--- src/rtl/conv_tile_sched.sv ---
// Tile sequencer for the conv/ReLU/avg-pool datapath: raster walk, read, latency wait, capture, handshaked write.
// Optional CONV_SCHED_PERF_EN adds stall and accepted-tile counters.
module conv_tile_sched #(
  parameter int          RD_LAT   = 1,
  parameter int          CALC_LAT = 1,
  parameter logic [15:0] IN_BASE  = 16'h0000,
  parameter logic [15:0] OUT_BASE = 16'h0000
) (
  input  logic        clk,
  input  logic        rst,
  input  logic        start,
  input  logic [7:0]  cfg_tiles_x,
  input  logic [7:0]  cfg_tiles_y,
  output logic        busy,
  output logic        done,
  output logic        input_re,
  output logic [15:0] input_addr,
  output logic        cap_en,
  output logic        output_we,
  output logic [15:0] output_addr,
  input  logic        out_ready,
  output logic [7:0]  tile_x,
  output logic [7:0]  tile_y
`ifdef CONV_SCHED_PERF_EN
  ,
  output logic [31:0] perf_stall,
  output logic [15:0] perf_tiles
`endif
);

  typedef enum logic [2:0] {
    S_IDLE, S_FETCH, S_WAIT_RD, S_CALC, S_WRITE, S_DONE
  } state_t;

  localparam logic [15:0] RD_END   = 16'(RD_LAT - 1);
  localparam logic [15:0] CALC_END = 16'(CALC_LAT - 1);

  state_t      state, state_nxt;
  logic [7:0]  tx, ty;
  logic [15:0] idx;
  logic [15:0] cnt;
  logic        go, xfer, last_tile;

  always_ff @(posedge clk) begin
    if (rst) state <= S_IDLE;
    else     state <= state_nxt;
  end

  always_comb begin
    state_nxt   = state;
    busy        = 1'b0;
    done        = 1'b0;
    input_re    = 1'b0;
    input_addr  = 16'h0000;
    cap_en      = 1'b0;
    output_we   = 1'b0;
    output_addr = 16'h0000;
    go          = 1'b0;
    xfer        = 1'b0;
    last_tile   = (tile_x == tx - 8'd1) && (tile_y == ty - 8'd1);
    case (state)
      S_IDLE: begin
        if (start) begin
          go        = (cfg_tiles_x != 8'd0) && (cfg_tiles_y != 8'd0);
          state_nxt = go ? S_FETCH : S_DONE;
        end
      end
      S_FETCH: begin
        busy       = 1'b1;
        input_re   = 1'b1;
        input_addr = IN_BASE + idx;
        state_nxt  = S_WAIT_RD;
      end
      S_WAIT_RD: begin
        busy = 1'b1;
        if (cnt == RD_END) state_nxt = S_CALC;
      end
      S_CALC: begin
        busy = 1'b1;
        if (cnt == CALC_END) begin
          cap_en    = 1'b1;
          state_nxt = S_WRITE;
        end
      end
      S_WRITE: begin
        busy        = 1'b1;
        output_we   = 1'b1;
        output_addr = OUT_BASE + idx;
        if (out_ready) begin
          xfer      = 1'b1;
          state_nxt = last_tile ? S_DONE : S_FETCH;
        end
      end
      S_DONE: begin
        done      = 1'b1;
        state_nxt = S_IDLE;
      end
      default: state_nxt = S_IDLE;
    endcase
  end

  // Tile walk: idx is a running count so addresses never need tile_y*tx
  always_ff @(posedge clk) begin
    if (rst) begin
      tx     <= 8'd0;
      ty     <= 8'd0;
      idx    <= 16'd0;
      tile_x <= 8'd0;
      tile_y <= 8'd0;
      cnt    <= 16'd0;
    end else begin
      if (go) begin
        tx     <= cfg_tiles_x;
        ty     <= cfg_tiles_y;
        idx    <= 16'd0;
        tile_x <= 8'd0;
        tile_y <= 8'd0;
      end else if (xfer && !last_tile) begin
        idx <= idx + 16'd1;
        if (tile_x == tx - 8'd1) begin
          tile_x <= 8'd0;
          tile_y <= tile_y + 8'd1;
        end else begin
          tile_x <= tile_x + 8'd1;
        end
      end
      if ((state_nxt == state) && ((state == S_WAIT_RD) || (state == S_CALC)))
        cnt <= cnt + 16'd1;
      else
        cnt <= 16'd0;
    end
  end

`ifdef CONV_SCHED_PERF_EN
  always_ff @(posedge clk) begin
    if (rst) begin
      perf_stall <= 32'd0;
      perf_tiles <= 16'd0;
    end else if ((state == S_IDLE) && start) begin
      perf_stall <= 32'd0;
      perf_tiles <= 16'd0;
    end else begin
      if ((state == S_WRITE) && !out_ready && (perf_stall != 32'hFFFF_FFFF))
        perf_stall <= perf_stall + 32'd1;
      if (xfer)
        perf_tiles <= perf_tiles + 16'd1;
    end
  end
`endif

endmodule

--- config.mk ---
export PLATFORM = sky130hd
export DESIGN_NAME = conv_tile_sched
export DESIGN_NICKNAME = d
export VERILOG_FILES = /design/src/rtl/conv_tile_sched.sv
export SDC_FILE = /design/constraint.sdc
export NUM_CORES = 1
export LEC_CHECK = 0
export ABC_AREA = 0
export ABC_CLOCK_PERIOD_IN_PS = 7780
export CAP_MARGIN = 20
export CORE_MARGIN = 4
export CORE_UTILIZATION = 42
export DETAILED_ROUTE_END_ITERATION = 10
export PLACE_DENSITY = 0.77
export SLEW_MARGIN = 20
export SYNTH_ARGS = -nofsm -noshare
export SYNTH_HDL_FRONTEND = slang
export SYNTH_SLANG_ARGS = --single-unit
--- constraint.sdc ---
create_clock -name clk -period 7.78 [get_ports clk]
set_clock_uncertainty 0.2 [all_clocks]
set_input_delay 0.778 -clock clk [delete_from_list [all_inputs] [get_ports clk]]
set_output_delay 0.778 -clock clk [all_outputs]
set_load 0.05 [all_outputs]
==> results.md, run 1 <==
* Vias in the first global route at between 3000 and 4000
* CTS tree: yes
* GP Congestion at roughly 0.77
* Die area at 10700 µm²
* Clk buf depth at 2
* Number of enable flip-flop cells after synthesis at 0
* Global-route wire length before repair at approximately 16000 µm
* Hold_sp: cnt[0]
* CP endpoint kind: primary output
* Max Cap Viol at 0
* Crit Reg-Reg Startpoint: ty[0]
* DP HPWL at a little over 7000 µm
* Yosys warns at 0
* Startpoint types: register
* Final WL at 9810 µm
* Outcome: finished, final reports clean
* Via Count at between 3000 and 4000
* Final hold vios at 0
* Fin nets at 560
* Fillcell total at between 800 and 900
* Resize count post-CTS at 0
* Switching Share at between 20% and 30%
* Area delta synth->final at 26.1%
* Antenna Nets Post-Route at 0
* Initial antenna violation count at 0
* Most frequent cells in the layout: clkdlybuf4s50_1, dfxtp_1, nor2_1
* Unique cell type count in the Yosys netlist at 57
* Commonest non-fill, non-tap cell in the layout: clkdlybuf4s50_1
* Mapped Cells at 468
* Sw Pwr at about 230 µW
* Die X at 103 µm
* Clk sinks at 67
* CP Launch Point: state[2]
* Synth Register Bits at 67
* Syn avg cell area at roughly 8.1 µm²
* Post-Syn Area at ~3800 µm²
* Worst setup margin at ~4 ns
* DRT iter0 DRCs at roughly 130
* Fmax at around 0.26 GHz
* Util after Layout at about 55%
* Comb power frac at between 10% and 20%
* DRC viols at 0
* H-Tree Depth at 3
* Hold Slack at ~0.28 ns
* Power Density at about 160 nW/µm²
* CTS buffer count at 9
* Clock Tree Root: clkbuf_8
* Slew @ Worst Pin at slightly above 0.9 ns
* Layout cells sized above 1 at around 6.3%
* Data required, critical path at 6.80 ns
* Total power at approximately 780 µW
* Worst-Skew Late Latency at 0.34 ns
* Synth Flop Type: dfxtp_1
* Internal power at 553 µW
* Setup Crit Path Kind: reg2out
* Inserted Diodes at 0
* Seq pwr share at between 40% and 50%
* All-Layer GR Usage at 19.0%
* Port buffer count at 72
* Peak VDD IR at roughly 0.095 mV
* Seq/Total Area, Yosys at a little over a third
* Clock share of power at a little over a third
* Final TNS setup at 0 ns
* GRT overflow at 0
* Setup Fix Bufs, Post-CTS at 0
* Leak at roughly 1.8 nW
* CP max FO at 25
* Syn_nets at 495
* Slew Viols, Final at 0
* Die Ht at slightly above 100 µm
* Core box area at roughly 8800 µm²
* Site row count at 34
* RSZ-0062 raised after global routing: no
* Post-CTS Hold Fix Bufs at 0
* Setup-failing EPs final at 0
* Final worst path period need at roughly 3.9 ns
* HP Class: reg2reg
* DR WL/cell at roughly 15 µm
* Slew margin rel. at between 30% and 40%
* CP arrival at 2.90 ns
* Drt first pass iters at 4
* Async SR Flop Fraction at 0%
* Starting density of the core at 43.5%
* Place WS at 4.08 ns
* Pin count of the biggest net entering global routing at 26
* Vias per Instance at between 5 and 6
* Final period util at 49.9%
* Clock-pin slew of the registers on the worst-case setup and hold paths at 0.07 ns
* Total I/O pin count at 73
==> layout make-up <==
type / count / area (µm²) / area share, %
Multi-Input combinational cell: 365 / 2340 / 48.6
Sequential cell: 67 / 1340 / 27.9
Timing Repair Buffer: 75 / 743 / 15.5
Tap cell: 108 / 135 / 2.81
Clock buffer: 9 / 124 / 2.58
Clock inverter: 7 / 68.8 / 1.43
Inverter: 15 / 56.3 / 1.17
==> per-stage QoR <==
step | area [µm²] | instances
detailed placement | 4600 | 630
global route | 4800 | 646
finish | 4800 | 646
global placement | 4600 | 630
CTS | 4800 | 646
floorplan | 3810 | 468
==> worst paths after layout <==
kind                          to  slack [ns]  cells after the start
setup / recovery  output_addr[6]        3.90                      5
hold / removal            cnt[0]        0.28                      1
setup reg to reg        state[2]        4.38                      9
hold reg to reg           cnt[0]        0.28                      1
==> logic make-up (layout without fill, tap and decap cells) <==
family,Yosys count,count (layout),share of synthesized area [%]
buffers and inverters,36,106,3.88
multiplexers,22,22,5.85
XOR/XNOR,33,33,7.59
AND/OR/NAND/NOR,229,229,32.3
AO/OA/AOI/OAI,74,74,12.9
flip-flops,67,67,35.2
adder cells (fa/ha/maj),7,7,2.30
==> registers in the layout, summed over array words and instances, names as in the netlist <==
| register | count |
|---|---|
| idx | 16 |
| tile_y | 8 |
| ty | 8 |
| state | 3 |
| tx | 8 |
| cnt | 16 |
| tile_x | 8 |
==> cells in the mapped netlist, types with 4 or more instances <==
| library cell | count | area, µm² |
|---|---|---|
| dfxtp_1 | 67 | 1340 |
| nor2_1 | 58 | 218 |
| and3_1 | 27 | 169 |
| nand2_1 | 26 | 97.6 |
| nand3_1 | 22 | 110 |
| xnor2_1 | 22 | 193 |
| a21oi_1 | 21 | 105 |
| mux2i_1 | 20 | 200 |
| and2_1 | 18 | 113 |
| o21ai_0 | 18 | 90.1 |
| clkbuf_1 | 16 | 60.1 |
| inv_1 | 15 | 56.3 |
| or3_1 | 14 | 87.6 |
| nor4_1 | 13 | 81.3 |
| nor3_1 | 11 | 55.1 |
| xor2_1 | 11 | 96.3 |
| nand4_1 | 8 | 50.1 |
| ha_1 | 7 | 87.6 |
| nand2b_1 | 6 | 37.5 |
| a31oi_1 | 5 | 31.3 |
| or4_1 | 5 | 37.5 |
| nor3b_1 | 4 | 30.0 |
==> routing by layer <==
| layer | wire [µm] | part of all wire [%] | track usage (%) |
|---|---|---|---|
| met1 | 4470 | 46 | 23.1 |
| met2 | 4630 | 47 | 32.4 |
| met3 | 648 | 6.6 | 6.37 |
| met4 | 60 | 0.61 | 4.28 |
| met5 | 0 | 0 | 0 |
==> critical path: stages (launching register included) <==
cell,delay (ns)
dfxtp_1,0.82
inv_1,0.23
nor3_1,0.40
nand2_1,0.17
inv_1,0.12
clkdlybuf4s50_1,0.81
==> power groups by stage <==
stage / Clock, mW / Sequential [mW] / Combinational [mW]
finish: 0.284 / 0.368 / 0.128
global route: 0.305 / 0.370 / 0.142
CTS: 0.294 / 0.368 / 0.128
detailed placement: 0 / 0.376 / 0.127
global placement: 0 / 0.375 / 0.123
floorplan: 0 / 0.368 / 0.0963
(Power assumes the default switching activity.)
==> run 2, diff against run 1 <==
Settings changed: ABC_CLOCK_PERIOD_IN_PS 7780 to 3750.
Clock period 7.78 ns to 3.75 ns, I/O delays scaled along.
==> run 2 against run 1 <==
  * Register-to-register slack worse by 3.8 ns
  * Clock-buffer cell count is 1 higher
  * Cell area is 0.83% higher
  * Critical endpoint is now state[2]
  * Worst setup slack worse by 3.3 ns
  * Routed wire length is 3.2% higher
  * Cell count is 0.93% higher
  * Sequential share of layout area is 0.23 points lower
  * Combinational power is 120% higher
  * Die area stayed put
  * Worst hold slack worse by 0.00074 ns
  * Clock power is 120% higher
  * Flip-flop and latch count stayed put
==> results.md, run 2 (synthesis results as in run 1) <==
* Peak VDD IR at 0.175 mV
* Die X at ~100 µm
* DRC viols at 0
* Setup Crit Path Kind: reg2reg
* Inserted Diodes at 0
* DR WL/cell at approximately 16 µm
* Vias per Instance at roughly 5.6
* GP Congestion at 0.920
* Power Density at approximately 340 nW/µm²
* Fmax at around 0.32 GHz
* RSZ-0062 raised after global routing: no
* CP endpoint kind: register
* WP buf/inv at 1
* Clock share of power at 37.5%
* Slew @ Worst Pin at about 0.74 ns
* Antenna Nets Post-Route at 0
* Core box area at between 8000 and 9000 µm²
* Port buffer count at ~70
* Clk buf depth at 2
* Slew Viols, Final at 0
* Drt first pass iters at 5
* CP arrival at approximately 3.2 ns
* Final worst path period need at roughly 3.1 ns
* Global-route wire length before repair at around 17000 µm
* Top layer used by detailed routing: met4
* CP cell instances: inv_1 -> ha_1 -> nor2b_1 -> or3_1 -> a31oi_1 -> o311ai_1 -> nor3_2 -> o21ai_0 -> a211oi_1
* Multi-input logic area at 2320 µm²
* Met2 Wirelength at 4730 µm
* Die Ht at slightly above 100 µm
* Total power at 1.65 mW
* Slew margin rel. at around half
* Most frequent cells in the layout: clkdlybuf4s50_1, dfxtp_1, nor2_1
* Leak at around 1.8 nW
* Starting density of the core at between 40% and 50%
* Met1 wire length at ~4700 µm
* Via Count at ~3700
* CP max FO at 15
* HP Class: reg2reg
* Setup-failing EPs final at 0
* Worst-Skew Late Latency at 0.35 ns
* Largest registers: cnt (16), idx (16)
* Comb power frac at 16.7%
* Initial antenna violation count at 0
* Post-CTS Hold Fix Bufs at 0
* Startpoint types: register
* DP HPWL at between 7000 and 8000 µm
* Commonest non-fill, non-tap cell in the layout: clkdlybuf4s50_1
* Layout cells sized above 1 at just over 7%
* Area delta synth->final at 27.2%
* Fillcell total at around 840
* Crit path max-delay family: simple AND/OR/NAND/NOR gates
* Resize count post-CTS at 0
* Slowest stage delay, CP at between 0.6 and 0.7 ns
* Final WL at just over 10000 µm
* Final period util at 83.9%
* Die area at roughly 11000 µm²
* Setup Fix Bufs, Post-CTS at 0
* Final hold vios at 0
* Clock-pin slew of the registers on the worst-case setup and hold paths at about 0.07 ns
* Wire length on met3 at approximately 600 µm
* Switching Share at between 20% and 30%
* Slowest cell on crit path: nor3_2
* Clock Tree Root: clkbuf_8
* Seq pwr share at 45.9%
* Sequential cell area at approximately 1300 µm²
* All-Layer GR Usage at 19.9%
* Fin nets at between 500 and 600
* DRT iter0 DRCs at 101
* Internal power at roughly 1.2 mW
* Data required, critical path at 3.81 ns
* Total I/O pin count at 73
* Clk sinks at 67
* Sw Pwr at ~480 µW
* H-Tree Depth at 3
* Final TNS setup at 0 ns
* Vias in the first global route at roughly 3700
* CTS buffer count at 9
* Site row count at 34
* GRT overflow at 0
* CTS tree: yes
* Pin count of the biggest net entering global routing at 25
* Outcome: finished, final reports clean
* Max Cap Viol at 0
[run 2: area by class of cell]
type | instances | share of cell area (%)
timing repair buffer | 81 | 16.3
tap | 108 | 2.79
sequential | 67 | 27.7
inverter | 15 | 1.16
multi-input combinational | 365 | 47.9
clock buffer | 10 | 2.84
clock inverter | 6 | 1.34
[run 2: worst paths after layout]
check / start / end / slack (ns) / cells after the start
max reg2reg: ty[0] / state[2] / 0.60 / 9
max: ty[0] / state[2] / 0.60 / 9
min: cnt[0] / cnt[0] / 0.28 / 1
min reg2reg: cnt[0] / cnt[0] / 0.28 / 1
[run 2: stage by stage]
stage	std cells	setup WS [ns]	hold WS [ns]	util (%)	cell area (µm²)
2_1_floorplan	468	0.101	0.238	-	3810
3_3_place_gp	635	0.784	0.257	52.9	4630
3_5_place_dp	636	0.700	0.273	53.0	4640
4_1_cts	652	0.661	0.291	55.3	4840
5_1_grt	652	0.289	0.304	55.3	4840
6_report	652	0.604	0.281	55.3	4840
[run 2: power groups by stage]
stage | clock network, mW | registers (mW) | logic (mW)
2_1_floorplan | 0 | 0.764 | 0.200
3_3_place_gp | 0 | 0.773 | 0.263
3_5_place_dp | 0 | 0.774 | 0.273
4_1_cts | 0.629 | 0.757 | 0.275
5_1_grt | 0.664 | 0.763 | 0.303
6_report | 0.620 | 0.759 | 0.276
[run 2: per-layer routing]
| layer | vias up | GRT usage (%) |
|---|---|---|
| met5 | - | 0 |
| li1 | 1821 | - |
| met4 | 0 | 7.97 |
| met1 | 1744 | 25.4 |
| met3 | 11 | 4.16 |
| met2 | 100 | 32.9 |
